File: config.mk
export PLATFORM = sky130hd
export DESIGN_NAME = otf_converter_hd
export DESIGN_NICKNAME = d
export VERILOG_FILES = /design/src/rtl/otf_converter_hd.sv
export SDC_FILE = /design/constraint.sdc
export NUM_CORES = 1
export LEC_CHECK = 0
export ABC_CLOCK_PERIOD_IN_PS = 1500
export CAP_MARGIN = 10
export CORE_MARGIN = 10
export CORE_UTILIZATION = 50
export DETAILED_ROUTE_END_ITERATION = 12
export PLACE_DENSITY_LB_ADDON = 0.1
export SETUP_SLACK_MARGIN = 0.3
export SYNTH_ARGS = -nofsm -noshare
export SYNTH_HDL_FRONTEND = slang
export SYNTH_SLANG_ARGS = --single-unit
File: constraint.sdc
create_clock -name clk -period 1.5 [get_ports clk]
set_input_delay 0.15 -clock clk [delete_from_list [all_inputs] [get_ports clk]]
set_output_delay 0.15 -clock clk [all_outputs]
set_load 0.005 [all_outputs]
File: src/rtl/otf_converter_hd.sv
// otf_converter_hd: converts an MSD-first signed-digit stream into a two's-complement word using Q/QM on-the-fly conversion.
// Optional feature macro OTF_SKIP_EN: the first SKIP digits of each frame are accepted and then discarded.
module otf_converter_hd #(
  parameter int DIGITS = 20,
  parameter int SKIP   = 3
) (
  input  logic              clk,
  input  logic              asyn_reset,
  input  logic [1:0]        digit_in,
  input  logic              digit_in_vld,
  output logic              digit_in_rdy,
  output logic [DIGITS:0]   word_out,
  output logic              word_out_vld,
  input  logic              word_out_rdy
);

  localparam int CNT_W = $clog2(DIGITS + SKIP + 1);
`ifdef OTF_SKIP_EN
  localparam int FRAME_LEN = DIGITS + SKIP;
`else
  localparam int FRAME_LEN = DIGITS;
`endif

  localparam logic [1:0] IDLE    = 2'd0;
  localparam logic [1:0] COLLECT = 2'd1;
  localparam logic [1:0] DONE    = 2'd2;

  logic [1:0]       state_r;
  logic [1:0]       state_nxt_s;
  logic [DIGITS:0]  q_r;
  logic [DIGITS:0]  qm_r;
  logic [DIGITS:0]  q_nxt_s;
  logic [DIGITS:0]  qm_nxt_s;
  logic [CNT_W-1:0] cnt_r;
  logic [CNT_W-1:0] cnt_nxt_s;
  logic             accept_s;
  logic             last_s;
  logic             skip_s;
  logic             pos_s;
  logic             neg_s;

  // Digit decode; code 11 decodes as neither +1 nor -1, i.e. zero
  assign pos_s    = digit_in[1] & ~digit_in[0];
  assign neg_s    = ~digit_in[1] & digit_in[0];
  assign accept_s = (state_r == COLLECT) && digit_in_vld;
  assign last_s   = (cnt_r == CNT_W'(FRAME_LEN - 1));
  assign word_out = q_r;

`ifdef OTF_SKIP_EN
  assign skip_s = (cnt_r < CNT_W'(SKIP));
`else
  assign skip_s = 1'b0;
`endif

  // Next-state, conversion register and digit counter update
  always_comb begin
    state_nxt_s = state_r;
    q_nxt_s     = q_r;
    qm_nxt_s    = qm_r;
    cnt_nxt_s   = cnt_r;
    case (state_r)
      IDLE: begin
        state_nxt_s = COLLECT;
        q_nxt_s     = {(DIGITS+1){1'b0}};
        qm_nxt_s    = {(DIGITS+1){1'b1}};
        cnt_nxt_s   = {CNT_W{1'b0}};
      end
      COLLECT: begin
        if (accept_s) begin
          cnt_nxt_s = cnt_r + CNT_W'(1'b1);
          if (skip_s) begin
            q_nxt_s  = q_r;
            qm_nxt_s = qm_r;
          end else if (pos_s) begin
            q_nxt_s  = {q_r[DIGITS-1:0], 1'b1};
            qm_nxt_s = {q_r[DIGITS-1:0], 1'b0};
          end else if (neg_s) begin
            q_nxt_s  = {qm_r[DIGITS-1:0], 1'b1};
            qm_nxt_s = {qm_r[DIGITS-1:0], 1'b0};
          end else begin
            q_nxt_s  = {q_r[DIGITS-1:0], 1'b0};
            qm_nxt_s = {qm_r[DIGITS-1:0], 1'b1};
          end
          if (last_s) begin
            state_nxt_s = DONE;
          end else begin
            state_nxt_s = COLLECT;
          end
        end else begin
          state_nxt_s = COLLECT;
        end
      end
      DONE: begin
        if (word_out_rdy) begin
          state_nxt_s = COLLECT;
          q_nxt_s     = {(DIGITS+1){1'b0}};
          qm_nxt_s    = {(DIGITS+1){1'b1}};
          cnt_nxt_s   = {CNT_W{1'b0}};
        end else begin
          state_nxt_s = DONE;
        end
      end
      default: begin
        state_nxt_s = IDLE;
        q_nxt_s     = {(DIGITS+1){1'b0}};
        qm_nxt_s    = {(DIGITS+1){1'b1}};
        cnt_nxt_s   = {CNT_W{1'b0}};
      end
    endcase
  end

  // State registers; handshake outputs are registered from the next state
  always_ff @(posedge clk or posedge asyn_reset) begin
    if (asyn_reset) begin
      state_r      <= IDLE;
      q_r          <= {(DIGITS+1){1'b0}};
      qm_r         <= {(DIGITS+1){1'b1}};
      cnt_r        <= {CNT_W{1'b0}};
      digit_in_rdy <= 1'b0;
      word_out_vld <= 1'b0;
    end else begin
      state_r      <= state_nxt_s;
      q_r          <= q_nxt_s;
      qm_r         <= qm_nxt_s;
      cnt_r        <= cnt_nxt_s;
      digit_in_rdy <= (state_nxt_s == COLLECT);
      word_out_vld <= (state_nxt_s == DONE);
    end
  end

endmodule

=== Word-level counts from Yosys, hierarchy flattened ===
Cells that the tools add are included.

* Flip-flop bits (word level): 50
* Input port bits: 6
* Output and inout port bits: 23
* Logic and storage cells: 38

* Add/sub/neg operators: 1
* Eq/ne operators: 7
* Mux-type cells: 17
* Bitwise logic cells: 4
* Reductions and logical operators: 3

{| class="wikitable"
|+ Operator list
! cell !! number
|-
| 2-to-1 mux 21 bit || 4
|-
| 2-to-1 mux 20 bit || 3
|-
| case mux 21 bit (2 select lines) || 1
|-
| case mux 20 bit (2 select lines) || 1
|-
| 2-to-1 mux 5 bit || 2
|-
| case mux 5 bit (2 select lines) || 1
|-
| 2-to-1 mux 2 bit || 3
|-
| case mux 2 bit (3 select lines) || 1
|-
| adder 5 x 1 -> 5 bit (second input constant) || 1
|-
| == test 5 bit (second input constant) || 1
|-
| == test 2 x 1 -> 1 bit (second input constant) || 2
|-
| == test 2 bit (second input constant) || 2
|-
| != test 2 bit (second input constant) || 2
|-
| AND 1 bit || 2
|-
| zero test 2 bit || 1
|-
| inverter 1 bit || 2
|-
| AND reduction 2 bit || 1
|-
| logical AND 1 bit || 1
|-
| 2-to-1 mux 1 bit || 1
|}

=== Depth between registers and ports, before layout ===
Gate-level depths: netlist (run 1).

* Depth after elaboration: 6
* Depth in mapped cells: 6
* Gate-level depth less buffers: 5

=== Least setup slack after synthesis (run 1) ===
OpenSTA, ideal clock, no wires.

* Path kind: flip-flop to flip-flop
* From: register state_r[0]
* To: register qm_r[10]
* Setup time: 0.082 ns
* Data arrival time: 1.511 ns
* Data required time: 1.418 ns
* Setup slack: -0.093 ns
* Stages on the path, launching flop included: 6
* Buffers on the path: 2
* Clock period less this slack: 1.593 ns
* Cell sequence: dfrtp_1 > or3b_1 > buf_2 > o21ai_4 > buf_8 > mux2_2

* Cells in the longest elaborated chain, start to end: 4
* Elaborated cells on any way between the ends: 7
* Classes of those cells: eq/ne: 4; mux: 1; reduce/logical: 2

{| class="wikitable"
|+ RTL lines
! what !! RTL line !! source
|-
| start: declaration || 28 || <nowiki>logic [1:0] state_r;</nowiki>
|-
| start signal: assignment || 122 || <nowiki>state_r <= state_nxt_s;</nowiki>
|-
| == test 2 x 1 -> 1 bit || 45, 61 ||
|-
| logical AND 1 bit || 45 || <nowiki>assign accept_s = (state_r == COLLECT) && digit_in_vld;</nowiki>
|-
| != test 2 bit (no source line) || - ||
|-
| AND reduction 2 bit (no source line) || - ||
|-
| end signal: assignment || 117 || <nowiki>qm_r <= {(DIGITS+1){1'b1}};</nowiki>
|-
| end signal: assignment || 124 || <nowiki>qm_r <= qm_nxt_s;</nowiki>
|-
| end: declaration || 31 || <nowiki>logic [DIGITS:0] qm_r;</nowiki>
|}

Several ways; a longest one is shown, not always the timed one.
A chain may end at the register's enable or synchronous reset.

=== Final worst setup path (run 1) ===
* From: register state_r[1]
* To: register qm_r[11]

The elaborated chain is that of the path after synthesis.

==> results_dict.tcl, run 1 <==
set metrics [dict create \
    overflow 0 \
    crit_required_ns 1.73 \
    yosysWarnings 0 \
    antenna_cells 0 \
    path_max_fanout 5 \
    post-route-min-period_ns 1.61 \
    io_buffers 28 \
    violations "setup timing" \
    hold_viol 0 \
    finalSetupViolCount 28 \
    fmax_ghz 0.620 \
    ys_seq_area_share_pct 51.2 \
    yosysTopAreaCellShare_pct 30.1 \
    dieArea_mm2 0.00822 \
    start_kind "flop" \
    critPathKind "reg -> reg" \
    post_dp_cell_area_mm2 0.00317 \
    design_area_mm2 0.00385 \
    max_stage_delay_ns 0.42 \
    reg2reg_slack_ns -0.11 \
    fin_skew_ns 0.0106 \
    synth_area_mm2 0.00249 \
    report.final.slew_viol_count 0 \
    crit_end "qm_r[11]$_DFFE_PP1P_" \
    regToRegStartpoint "state_r[1]$_DFF_PP0_" \
    syn_inst 197 \
    grt_pass1_wl_mm 10.9 \
    ys_top_cells_by_area "dfrtp_1, dfstp_2, mux2i_1" \
    clk_latency_ns 0.30 \
    vias_per_cell 5.48 \
    std_cell_rows 25 \
    grt_antenna_before_repair 0 \
    dp.cells 306 \
    vdd_ir_drop_max_mv 1.09 \
    utilization_pct 80.4 \
    power.density_mw_per_mm2 1630 \
    hold_path.class "in -> async" \
    critical_path.startpoint "state_r[1]$_DFF_PP0_" \
    place_ws_ns -0.372 \
    finalCritPeriodShare_pct 108 \
    yosysUniqueCellTypes 35 \
    clk_pin_slew_ns 0.09 \
    end_kind "flop" \
    synth.net_count 206 \
    areaGrowthSynthToFinish_pct 54.3 \
    place_congestion 0.793 \
    dp_hpwl_mm 4.00 \
    die_height_um 90.6 \
    routedWlPerCell_um 18.8 \
    finalNetCount 296 \
    cts_max_level 2 \
    cts_tree "done" \
    ios 29 \
    critPathTopFamily "flip-flops" \
    outcome "finished with violations" \
    via_count 1945 \
    cp_num_buf_inv 2 \
    yosys.area.top_type "dfrtp_1" \
    cp.arrival_ns 1.85 \
    setup_ws_ns -0.114 \
    worst_pin_slew_ns 0.414 \
    cts_sinks 50 \
    power.leakage_nw 1.82 \
    cp_slowest_cell "dfrtp_1" \
    clock_tree.buffer_depth 2 \
    maxCapViolCount 0 \
    crit_path_cell_trace "or3b_4 -> o21ai_4 -> buf_6 -> buf_12 -> mux2_4" \
    die_w_um 90.6 \
    drt_iter0_drc 103 \
    drt-pass1-iter-count 4 \
    grt_start_max_net_pins 19 \
    rr_worst_depth 5 \
    rsz0062_at_grt "yes" \
    synth_area_per_cell_um2 12.7 \
    ys_ff_latch 50 \
    drtAntennaViolNets 0 \
    cp.depth 5 \
    fillers 294 \
    grtUsageTotal_pct 16.0 \
    core_mm2 0.00479 \
    drc 0 \
    totalWireLength_mm 6.66 \
    initial_core_util_pct 52.1 \
    cts_root_buf "clkbuf_8" \
    grt_pass1_vias 2140 \
    cts_hold_buffers 0 \
    r2r-end "qm_r[11]$_DFFE_PP1P_" \
    cts_buffers 5 \
    instances_no_fill 355 \
    slew_headroom_pct 72.4 \
    drive_above_1_share_pct 52.8 \
]
[worst min-delay path by stage]
| stage | to | depth (start not counted) |
|---|---|---|
| 2_1_floorplan | cnt_r[0]$_DFFE_PP0P_ | 1 |
| 3_3_place_gp | cnt_r[4]$_DFFE_PP0P_ | 1 |
| 3_5_place_dp | qm_r[0]$_DFFE_PP1P_ | 2 |
| 4_1_cts | word_out[17]$_DFFE_PP0P_ | 2 |
| 5_1_grt | word_out[16]$_DFFE_PP0P_ | 2 |
| 6_report | word_out[16]$_DFFE_PP0P_ | 2 |
[worst register-to-register path: stages, from the launching register on]
cell and delay, ns:
dfrtp_1 0.42, or3b_4 0.43, o21ai_4 0.11, buf_6 0.18
buf_12 0.13, mux2_4 0.30
[synth_stat cells]
library cell  number
inv_1              4
o21ai_4            1
nand2b_1           2
o21ai_0            3
mux2_2            18
a21boi_0           2
nand4_1            1
buf_2              3
o2bb2ai_1         20
a31o_2             1
buf_8              3
a21oi_1            2
a41oi_1            1
and4_1             1
dfstp_2           20
mux2i_1           38
nor2_1             4
nor2b_1            3
a21o_1             1
dfrtp_1           30
ha_1               3
buf_12             1
a31oi_1            1
and2_1             1
o2bb2ai_2          1
a32o_1             1
buf_1              1
clkbuf_1           5
mux2_1             1
nand2_1           19
nand3b_1           1
o211a_1            1
o211ai_1           1
a22o_1             1
or3b_1             1
[placed cells by master, fill, tap and decap left out, drive strengths merged, types with 3 or more instances in the layout]
| cell type | n |
|---|---|
| dlygate4sd2 | 23 |
| nand2 | 19 |
| nor2b | 3 |
| mux2i | 38 |
| clkdlybuf4s50 | 4 |
| o2bb2ai | 21 |
| o21ai | 4 |
| clkbuf | 8 |
| inv | 3 |
| buf | 68 |
| ha | 3 |
| nor2 | 4 |
| mux2 | 19 |
| dfrtp | 30 |
| dfstp | 20 |
[metal layers]
metal | vias up | GRT usage, % | part of all wire, %
met2 | 32 | 28.7 | 54
met4 | 0 | 4.64 | 1.2
met1 | 1005 | 18.8 | 42
li1 | 899 | - | -
met5 | - | 0 | 0
met3 | 9 | 2.91 | 3.2
[cell families after synthesis]
logic type      count (synthesis)  synth area share [%]
compound gates                 37                  12.6
fa+ha+maj                       3                  1.50
buf+inv                        17                  4.71
flops                          50                  51.2
mux                            57                  23.8
simple gates                   33                  6.22
[metrics by stage]
step | setup TNS, ns | hold slack, ns | total power (W)
after floorplan | -0.938 | 0.185 | 0.00380
after global placement | -11.73 | 0.471 | 0.00460
after detailed placement | -13.19 | 0.494 | 0.00472
after CTS | -1.21 | 0.199 | 0.00607
after global routing | -3.30 | 0.202 | 0.00667
final | -1.60 | 0.190 | 0.00628
[area by class of cell]
| class | count | area [µm²] | area share [%] |
|---|---|---|---|
| tap | 67 | 83.8 | 2.18 |
| sequential | 50 | 1280 | 33.2 |
| timing repair buffer | 96 | 946 | 24.6 |
| multi-input combinational | 130 | 1410 | 36.7 |
| inverter | 4 | 18.8 | 0.488 |
| clock buffer | 8 | 110 | 2.86 |
[report_power, final]
group          internal (W)  switching [W]  total (W)
Sequential          0.00206       0.000447    0.00251
Clock              0.000466       0.000428   0.000894
Combinational       0.00171        0.00116    0.00288
[sequential cells by signal, indices dropped and copies added, names as in the netlist]
signal        flops
cnt_r             5
qm_r             20
word_out         21
digit_in_rdy      1
word_out_vld      1
state_r           2
[timing repair]
| item | CTS | global route |
|---|---|---|
| pin swaps | 12 | 12 |
| gates resized for setup | 64 | 22 |
| gates cloned | 2 | 1 |
| endpoints found under the setup margin | 71 | 51 |
| buffers inserted | 34 | 4 |
Note: power is estimated with default switching activity, not from simulation.
==> inputs of run 2 (changes only) <==
--- a/config.mk
+++ b/config.mk
@@ -8,6 +8,8 @@
 export ABC_CLOCK_PERIOD_IN_PS = 1500
 export CAP_MARGIN = 10
+export CELL_PAD_IN_SITES_DETAIL_PLACEMENT = 1
+export CELL_PAD_IN_SITES_GLOBAL_PLACEMENT = 1
 export CORE_MARGIN = 10
-export CORE_UTILIZATION = 50
+export CORE_UTILIZATION = 41
 export DETAILED_ROUTE_END_ITERATION = 12
 export PLACE_DENSITY_LB_ADDON = 0.1
==> constraint.sdc (replaced) <==
create_clock -name clk -period 1.5 [get_ports clk]
set_input_delay 0.15 -clock clk [delete_from_list [all_inputs] [get_ports clk]]
set_output_delay 0.15 -clock clk [all_outputs]
set_load 0.1 [all_outputs]
==> run 2 against run 1 <==
The flow still finishes with violations (setup timing); first-iteration DRC count decreased by 52%; clock skew is 0.0030 ns lower; register-to-register slack gained 0.09 ns; via count decreased by 6.8%; fmax is 6.2% higher; clock power is 2% higher; sequential power increased by 13%; highest routed layer unchanged; cell count fell by 6.8%; clock-buffer cell count is the same; flip-flop and latch count unchanged; hold slack better by 0.057 ns; critical endpoint is now qm_r[19]$_DFFE_PP1P_; setup slack improved by 0.094 ns.
==> results_dict.tcl, run 2 (synthesis results as in run 1) <==
set metrics [dict create \
    slew_headroom_pct 78.0 \
    finalNetCount 264 \
    violations "setup timing" \
    dp.cells 308 \
    hold_path.class "in -> async" \
    vdd_ir_drop_max_mv 1.34 \
    dieArea_mm2 0.00960 \
    end_kind "flop" \
    grt_antenna_before_repair 0 \
    cts_tree "done" \
    outcome "finished with violations" \
    power.leakage_nw 1.70 \
    io_buffers 28 \
    instances_no_fill 331 \
    place_ws_ns -0.291 \
    largest_reg_flops 21 \
    cp.arrival_ns 1.76 \
    fin_skew_ns 0.00754 \
    drive_above_1_share_pct 58.2 \
    place_congestion 0.807 \
    vias_per_cell 5.48 \
    post-route-min-period_ns 1.52 \
    dp_hpwl_mm 4.32 \
    overflow 0 \
    cts_sinks 50 \
    rsz0062_at_grt "yes" \
    clk_pin_slew_ns 0.09 \
    power.density_mw_per_mm2 2150 \
    die_height_um 98.0 \
    clock_tree.buffer_depth 2 \
    clk_latency_ns 0.30 \
    drt_iter0_drc 49 \
    routedWlPerCell_um 21.1 \
    cp_slowest_cell "or3b_4" \
    report.final.slew_viol_count 0 \
    worst_pin_slew_ns 0.320 \
    ios 29 \
    crit_path_cell_trace "or3b_4 -> o21ai_4 -> buf_12 -> mux2_2" \
    path_max_fanout 15 \
    die_w_um 98.0 \
    setup_ws_ns -0.0200 \
    fmax_ghz 0.658 \
    cts_hold_buffers 0 \
    finalSetupViolCount 2 \
    cp_num_buf_inv 1 \
    maxCapViolCount 0 \
    drc 0 \
    start_kind "flop" \
    grt_start_max_net_pins 51 \
    grt_pass1_vias 2112 \
    antenna_cells 0 \
    cts_max_level 2 \
    critPathTopFamily "simple AND/OR/NAND/NOR gates" \
    cts_buffers 5 \
    cts_root_buf "clkbuf_8" \
    grt_pass1_wl_mm 11.6 \
    totalWireLength_mm 6.98 \
    fin_hold_ws_ns 0.246 \
    final_cell_mix "mux2i_1, buf_12, dfrtp_1" \
    max_stage_delay_ns 0.42 \
    grtUsageTotal_pct 14.6 \
    std_cell_rows 28 \
    initial_core_util_pct 42.1 \
    hold_viol 0 \
    areaGrowthSynthToFinish_pct 55.4 \
    crit_required_ns 1.74 \
    critPathKind "reg -> reg" \
    finalCritPeriodShare_pct 101 \
    drt-pass1-iter-count 4 \
    via_count 1813 \
    drtAntennaViolNets 0 \
    core_mm2 0.00592 \
    layout_commonest_cell "mux2i_1" \
]
run 2: path summary, 6_finish.rpt:
path,startpoint,end,slack [ns],cells after the start
setup / recovery,state_r[1]$_DFF_PP0_,qm_r[19]$_DFFE_PP1P_,-0.02,4
hold / removal,asyn_reset,word_out[14]$_DFFE_PP0P_,0.25,3
setup reg to reg,state_r[1]$_DFF_PP0_,qm_r[19]$_DFFE_PP1P_,-0.02,4
hold reg to reg,cnt_r[4]$_DFFE_PP0P_,cnt_r[4]$_DFFE_PP0P_,0.49,1
max in group asynchronous,asyn_reset,qm_r[4]$_DFFE_PP1P_,0.95,3
min in group clk,digit_in[1],word_out[0]$_DFFE_PP0P_,0.39,3
run 2: cell type report:
| cell class | instances | area (µm²) |
|---|---|---|
| Fill cell | 535 | 2040 |
| Multi-Input combinational cell | 130 | 1420 |
| Sequential cell | 50 | 1280 |
| Timing Repair Buffer | 64 | 950 |
| Clock buffer | 8 | 110 |
| Tap cell | 75 | 93.8 |
| Inverter | 4 | 18.8 |
run 2: layer usage:
| metal | wire [µm] | GRT usage, % | share of wire (%) | vias to the layer above |
|---|---|---|---|---|
| met3 | 231 | 3.38 | 3.3 | 5 |
| met1 | 2850 | 16.9 | 41 | 949 |
| met5 | 0 | 0 | 0 | - |
| li1 | - | - | - | 838 |
| met4 | 66 | 3.69 | 0.95 | 0 |
| met2 | 3830 | 26.2 | 55 | 21 |
run 2: per-stage QoR:
step	power [W]	area, µm²	utilization (%)	TNS [ns]
2_1_floorplan	0.00543	2660	-	-0.938
3_3_place_gp	0.00689	3380	57.0	-9.16
3_5_place_dp	0.00704	3380	57.0	-10.92
4_1_cts	0.00829	3790	64.0	-0.0270
5_1_grt	0.00877	3880	65.5	-0.697
6_report	0.00835	3880	65.5	-0.0316
run 2: worst reg2reg max path: stages (launching register included):
cell     delay (ns)
dfrtp_1        0.39
or3b_4         0.42
o21ai_4        0.10
buf_12         0.19
mux2_2         0.35
run 2: timing repair:
action / CTS / global route
endpoints found under the setup margin: 49 / 55
gates resized for setup: 42 / 13
cloned: 3 / 1
buffers inserted: 8 / 3
pin swaps: 13 / 2
hold endpoints to repair: 0 / 0
run 2: power breakdown:
group | switching (W) | total, W | internal (W)
clock network | 0.000443 | 0.000909 | 0.000466
registers | 0.000761 | 0.00283 | 0.00207
logic | 0.00260 | 0.00461 | 0.00201
total | 0.00380 | 0.00835 | 0.00455
==> inputs of run 3 (changes only) <==
CORE_UTILIZATION = 46   (was 41)
DONT_BUFFER_PORTS = 1   (was unset)
==> run 3 against run 2 <==
The run still ends with setup timing left; first-iteration DRC count is 61% higher; clock skew is 0.0091 ns higher; cell count is 2.7% lower; via count is 2.5% higher; total power is 4.6% lower; critical path depth is 1 higher; utilization is 3.8 points higher; global-route usage is 0.89 points higher; die area is 8.7% lower; fmax is 3.2% lower; largest cell class unchanged; flip-flop and latch count stayed put; clock power is 5.7% lower; highest routed layer unchanged.
==> results_dict.tcl, run 3 (synthesis results as in run 1) <==
set metrics [dict create \
    overflow 0 \
    io_buffers 0 \
    fillers 462 \
    dp.cells 303 \
    areaGrowthSynthToFinish_pct 43.6 \
    dieArea_mm2 0.00877 \
    post_dp_cell_area_mm2 0.00306 \
    drc 0 \
    totalWireLength_mm 7.66 \
    cts_root_buf "clkbuf_8" \
    via_count 1858 \
    grt_pass1_vias 2018 \
    drt_iter0_drc 79 \
    initial_core_util_pct 48.2 \
    rsz0062_at_grt "yes" \
    vias_per_cell 5.77 \
    grt_start_max_net_pins 26 \
    critPathTopFamily "simple AND/OR/NAND/NOR gates" \
    fin_hold_ws_ns 0.000433 \
    die_w_um 93.6 \
    cts_max_level 2 \
    utilization_pct 69.3 \
    final_cell_mix "mux2i_1, dfrtp_1, buf_4, buf_6, dfstp_2" \
    fmax_ghz 0.637 \
    drtAntennaViolNets 0 \
    violations "setup timing" \
    cts_tree "done" \
    slew_headroom_pct 59.3 \
    finalNetCount 260 \
    hold_path.class "in -> reg" \
    end_kind "flop" \
    path_max_fanout 6 \
    power_w 0.00796 \
    instances_no_fill 322 \
    antenna_cells 0 \
    fin_skew_ns 0.0167 \
    clk_latency_ns 0.32 \
    place_congestion 0.750 \
    worst_pin_slew_ns 0.609 \
    grt_pass1_wl_mm 10.8 \
    design_area_mm2 0.00358 \
    grtUsageTotal_pct 15.5 \
    layout_commonest_cell "mux2i_1" \
    maxCapViolCount 0 \
    finalCritPeriodShare_pct 105 \
    drt-pass1-iter-count 5 \
    ios 29 \
    report.final.slew_viol_count 0 \
    power.density_mw_per_mm2 2220 \
    grt_antenna_before_repair 0 \
    std_cell_rows 26 \
    cp_slowest_cell "or3b_4" \
    drive_above_1_share_pct 58.3 \
    outcome "finished with violations" \
    setup_ws_ns -0.0710 \
    cts_sinks 50 \
    die_height_um 93.6 \
    hold_viol 0 \
    routedWlPerCell_um 23.8 \
    crit_path_cell_trace "or3b_4 -> o21ai_4 -> buf_12 -> buf_16 -> mux2_4" \
    dp_hpwl_mm 4.17 \
    core_mm2 0.00517 \
    clock_tree.buffer_depth 2 \
    finalSetupViolCount 24 \
    crit_required_ns 1.76 \
    clk_pin_slew_ns 0.10 \
    largest_reg_flops 21 \
    post-route-min-period_ns 1.57 \
    critPathKind "reg -> reg" \
    cp.arrival_ns 1.83 \
    cp_num_buf_inv 2 \
    power.leakage_nw 1.61 \
    vdd_ir_drop_max_mv 1.18 \
    cts_buffers 5 \
    start_kind "flop" \
    max_stage_delay_ns 0.41 \
]
[run 3: changes by cell type in the layout (fill, tap and decap cells not counted), moves of 3 or more]
cell             change
clkdlybuf4s50_1      -3
buf_6               +13
o2bb2ai_4            -3
mux2i_2              -4
buf_8               +11
mux2i_1              +4
buf_12              -24
[run 3: metrics by stage]
| stage | worst slack [ns] | setup TNS, ns |
|---|---|---|
| after global routing | -0.113 | -1.93 |
| after global placement | 0.00427 | 0 |
| after CTS | -0.0480 | -0.167 |
| after detailed placement | -0.0561 | -0.402 |
| after floorplan | -0.0683 | -0.938 |
| final | -0.0710 | -0.630 |
[run 3: worst reg2reg max path: stages (launching register included)]
cell	delay, ns
dfrtp_1	0.39
or3b_4	0.41
o21ai_4	0.13
buf_12	0.17
buf_16	0.12
mux2_4	0.29
[run 3: cell type report]
class                           count  area (µm²)  area share [%]
Multi-Input combinational cell    130        1380            38.5
Clock inverter                      2        12.5           0.349
Timing Repair Buffer               60         721            20.1
Clock buffer                        6        82.6            2.30
Inverter                            4        18.8           0.524
Sequential cell                    50        1280            35.8
Tap cell                           70        87.6            2.44
[run 3: where the power goes]
group	leakage (nW)	internal (W)	switching, W
logic	0.982	0.00166	0.00265
clock network	0.0472	0.000372	0.000484
registers	0.583	0.00207	0.000712
[run 3: final timing paths]
check | from | end | slack [ns] | depth (start not counted)
worst max register to register | state_r[1]$_DFF_PP0_ | qm_r[10]$_DFFE_PP1P_ | -0.07 | 5
worst min-delay path | digit_in_vld | cnt_r[1]$_DFFE_PP0P_ | 0.0004 | 1
max in group asynchronous | asyn_reset | qm_r[5]$_DFFE_PP1P_ | 0.50 | 3
min in group asynchronous | asyn_reset | word_out[19]$_DFFE_PP0P_ | 0.40 | 2
worst max-delay path | state_r[1]$_DFF_PP0_ | qm_r[10]$_DFFE_PP1P_ | -0.07 | 5
worst min register to register | qm_r[0]$_DFFE_PP1P_ | qm_r[0]$_DFFE_PP1P_ | 0.54 | 2
[run 3: timing repair]
action | CTS | global route
hold buffers | 1 | 0
endpoints found under the hold margin | 15 | 0
endpoints found under the setup margin | 69 | 63
gates resized for setup | 46 | 36
pin swaps | 3 | 2
cloned | 2 | 0
buffers inserted | 5 | 3
[run 3: routing by layer]
metal  track usage (%)  up-vias  routed length [µm]
li1                  -      830                   -
met1              18.7      976                3210
met2              26.9       38                4020
met3              4.08       14                 268
met4              3.42        0                 159
met5                 0        -                   0
==> edit 1 (flow settings as in run 2) <==
Make the reset (`asyn_reset`) synchronous in one clocked block.
--- a/src/rtl/otf_converter_hd.sv
+++ b/src/rtl/otf_converter_hd.sv
@@ -111,5 +111,5 @@
 
   // State registers; handshake outputs are registered from the next state
-  always_ff @(posedge clk or posedge asyn_reset) begin
+  always_ff @(posedge clk) begin
     if (asyn_reset) begin
       state_r      <= IDLE;
Check against the original RTL: differs if asyn_reset is asserted again (counterexample within 4 cycles, from zero or initial values and one cycle with asyn_reset high); with asyn_reset held inactive, the same outputs for 4 cycles.
==> edit 1 against run 2 <==
Global-route usage is 0.42 points higher; critical path depth up 1; routed wire length shrank 4.8%; utilization down 0.83 points; setup slack better by 0.067 ns; count of clock-buffer cells in the layout shrank 1; sequential cell count did not move; final area down 9.3%; worst hold slack better by 0.23 ns; synthesized area down 8.5%; critical path type unchanged; largest cell class unchanged.
Power is not compared: it rests on default switching activity, and its combinational part moved more than twofold at a synthesized area within 25%.
==> edit 1: results (changes against run 2) <==
Outcome
  • Outcome: complete, no violations

Place
  • GPL Wtd Cong: 0.7699 (-4.5%)
  • DP Area: 3133 µm² (-7.2%)
  • Placed wire-length estimate: 4021 µm (-7.0%)
  • Pre-CTS setup slack: -0.3613 ns (-0.07057 ns)
  • Dpl cells: 340 (+10%)

Finish
  • Signal buffers: 71 (+11%)
  • Finished Cell Area: 3516 µm² (-9.3%)
  • Clock buf count: 7 (-1)
  • Layout cells sized above 1: 40.97% (-17 points)
  • Fraction of area in multi-input gates: 36.55% (-0.19 points)
  • NonClk Buf Share: 28.65% (+4.1 points)
  • Fraction of area in registers: 29.32% (-3.7 points)
  • Non-filler cells, final: 360 (+8.8%)
  • Clk tree area frac: 2.598% (-0.24 points)
  • Comb_multi_in: 156 (+20%)
  • # fillers: 548 (+2.4%)
  • Inverters: 3 (-1)
  • Synth-to-layout area growth: 53.97%
  • Flip-flop and latch count: 50 (unchanged)
  • Layout Nets: 296 (+12%)

Critical path
  • Worst-path maximum fanout: 18 (+3)
  • Worst Path Arrival: 1.66 ns (-0.10 ns)
  • R2R depth: 5 (+1)
  • R2R Setup Slk: 0.05 ns (+0.07 ns)
  • Setup crit start: state_r[1]

Timing
  • Setup Viol. Count Final: 0 (-2)
  • Hold Slack: 0.4800 ns (+0.2339 ns)
  • Final slew viol count: 0 (unchanged)
  • Skew final: 0.01187 ns (+0.004333 ns)
  • Slew margin rel.: 80.08% (+2.1 points)

Route
  • Wire length on met2: 3319 µm (-13%)
  • Drt wl/cell: 18.45 µm (-13%)
  • Met1 WL: 2983 µm (+4.6%)
  • Drt first-iter violations: 112 (+130%)
  • Met3 WL: 202 µm (-13%)
  • Vias per cell: 5.397 (-1.5%)

Yosys
  • Multiplexer share of the synthesized area: 17.10% (-6.7 points)
  • Syn Area/Cell: 9.928 µm² (-22%)
  • Synth Area in Compound Gates: 23.23% (+11 points)
  • Synth area leaders: dfxtp_1, mux2i_1, a2bb2oi_1
  • FFs w/ async S/R, synth: 0% (-100 points)
  • Mapped Nets: 239 (+16%)
  • Post-synthesis adder-cell area fraction: 1.644% (+0.14 points)
  • Post-synth top cells: dfxtp_1, mux2i_1, nor2_1

Global routing
  • Pin count of the biggest net entering global routing: 49 (-3.9%)
  • Met1 Use GR: 18.34% (+1.5 points)
  • Number of global-route vias before repair: 2052 (-2.8%)
  • GR Util met2: 25.17% (-1.1 points)
  • Antenna violations before repair: 0 (unchanged)
  • Global routing usage on met3: 3.093% (-0.29 points)
  • Total GRT Usage: 15.00% (+0.42 points)
  • First-pass GRT wire length: 10760 µm (-7.1%)

Hold path
  • Worst min path class: flip-flop to flip-flop

Clock tree
  • H-tree levels: 2 (unchanged)
  • Post-CTS resize count: 25 (-40%)
  • Post-CTS Setup Bufs: 6 (-2)
-- edit 1: critical path: stages, from the launching register on --
cell and delay (ns):
dfxtp_2 0.35, or3b_4 0.40, o21ai_4 0.12, buf_12 0.19
a21oi_1 0.06, a211o_1 0.23
-- edit 1: power by group through the flow --
| stage | registers (W) | clock network (W) | logic, W |
|---|---|---|---|
| 5_1_grt | 0.00144 | 0.000909 | 0.000664 |
| 3_3_place_gp | 0.00146 | 0 | 0.000529 |
| 6_report | 0.00143 | 0.000833 | 0.000623 |
| 4_1_cts | 0.00143 | 0.000841 | 0.000589 |
| 2_1_floorplan | 0.00154 | 0 | 0.000258 |
| 3_5_place_dp | 0.00146 | 0 | 0.000537 |
-- edit 1: logic make-up (layout without fill, tap and decap cells) --
family | after synthesis | after routing
compound gates | 71 | 71
flops | 50 | 50
simple gates | 40 | 40
mux | 39 | 39
buf+inv | 24 | 82
fa+ha+maj | 3 | 3
xor+xnor | 3 | 3
==> edit 2 (settings of run 2) <==
Without the edit above. `DIGITS`: 20 -> 10.
--- a/src/rtl/otf_converter_hd.sv
+++ b/src/rtl/otf_converter_hd.sv
@@ -2,5 +2,5 @@
 // Optional feature macro OTF_SKIP_EN: the first SKIP digits of each frame are accepted and then discarded.
 module otf_converter_hd #(
-  parameter int DIGITS = 20,
+  parameter int DIGITS = 10,
   parameter int SKIP   = 3
 ) (
Ports: changed (resized word_out); port bits go from 29 to 19. The function was not compared with the original's and may differ.
==> edit 2 against run 2 <==
Largest cell class unchanged; utilization decreased by 4.8 points; final area decreased by 43%; routed wire length decreased by 47%; clock skew decreased by 0.0016 ns; critical path depth decreased by 1; sequential cell count decreased by 21; synthesized area decreased by 38%; setup slack improved by 0.15 ns; power decreased by 36%; highest routed layer unchanged; final cell count decreased by 37%.
==> edit 2: results (changes against run 2) <==
Outcome
  • Outcome: complete, no violations

Timing
  • Skew final: 0.005981 ns (-0.001560 ns)
  • Slew margin rel.: 74.85% (-3.2 points)

Global routing
  • First-pass GRT wire length: 6210 µm (-46%)
  • GR Util met2: 20.38% (-5.9 points)
  • Total GRT Usage: 12.30% (-2.3 points)
  • Met1 Use GR: 13.81% (-3.1 points)
  • Global routing usage on met3: 5.022% (+1.6 points)

Finish
  • Max reg flops: 11 (-48%)
  • Layout Nets: 168 (-36%)

Yosys
  • Synth area leaders: dfrtp_1, dfstp_2, mux2i_1
  • Post-synthesis adder-cell area fraction: 3.223% (+1.7 points)
  • Sequential element share of the synthesized area: 47.54% (-3.6 points)
  • Mapped Nets: 129 (-37%)
  • Multiplexer share of the synthesized area: 19.34% (-4.5 points)
  • Syn Area/Cell: 13.05 µm² (+3.0%)
  • Synth Area in Compound Gates: 16.76% (+4.2 points)

Critical path
  • CP peak stage delay: 0.44 ns (+0.02 ns)
  • CP max stage cell: dfrtp_2
  • Worst r2r src: state_r[0]
  • R2R depth: 3 (-1)
  • Worst Path Arrival: 1.58 ns (-0.18 ns)
  • Worst-path maximum fanout: 8 (-7)

Place
  • Dpl cells: 191 (-38%)

Clock tree
  • Worst-Skew Late Latency: 0.28 ns (-0.02 ns)

Pwr
  • Leakage dissipation: 1.038 nW (-39%)
  • Net switching power: 0.002416 W (-36%)

Route
  • Drt wl/cell: 17.82 µm (-16%)
edit 2: cell count changes in the layout (fill, tap and decap cells not counted), sizes merged, moves of 9 or more:
cell,change
buf,-25
dfrtp,-11
mux2,-10
dfstp,-10
mux2i,-20
o2bb2ai,-9
edit 2: power groups by stage:
stage / sequential [W] / clock, W / combinational [W]
final: 0.00167 / 0.000610 / 0.00306
after global routing: 0.00174 / 0.000679 / 0.00322
after CTS: 0.00167 / 0.000636 / 0.00306
after detailed placement: 0.00168 / 0 / 0.00286
after global placement: 0.00166 / 0 / 0.00280
after floorplan: 0.00255 / 0 / 0.000971
edit 2: per-layer routing:
metal	wire [µm]	part of all wire (%)	vias up
met5	0	0	-
met4	60	1.6	0
met3	182	4.9	7
met2	1821	49	21
met1	1622	44	548
li1	-	-	511
edit 2: final cells by class:
type                            count  area [µm²]
Clock buffer                        8       80.08
Inverter                            7       26.28
Fill cell                         355        1439
Sequential cell                    29       753.2
Tap cell                           48       60.06
Multi-Input combinational cell     78       808.3
Timing Repair Buffer               37       494.2
edit 2: what timing repair did:
| item | 4_1_cts | 5_1_grt |
|---|---|---|
| pin swaps | 5 | 2 |
| hold endpoints to repair | 0 | 0 |
| gates resized for setup | 20 | 2 |
| setup buffers | 6 | 1 |
| setup endpoints to repair | 28 | 28 |
| cloned | 1 | 0 |
edit 2: stage by stage:
| stage | setup WS (ns) | hold slack (ns) | TNS [ns] | cell area [µm²] |
|---|---|---|---|---|
| after CTS | 0.1192 | 0.2611 | 0 | 2205 |
| after detailed placement | -0.1977 | 0.4961 | -3.169 | 2004 |
| final | 0.1264 | 0.2533 | 0 | 2222 |
| after floorplan | 0.1821 | 0.2199 | 0 | 1579 |
| after global routing | 0.08359 | 0.2947 | 0 | 2222 |
| after global placement | -0.1480 | 0.4954 | -2.087 | 2004 |
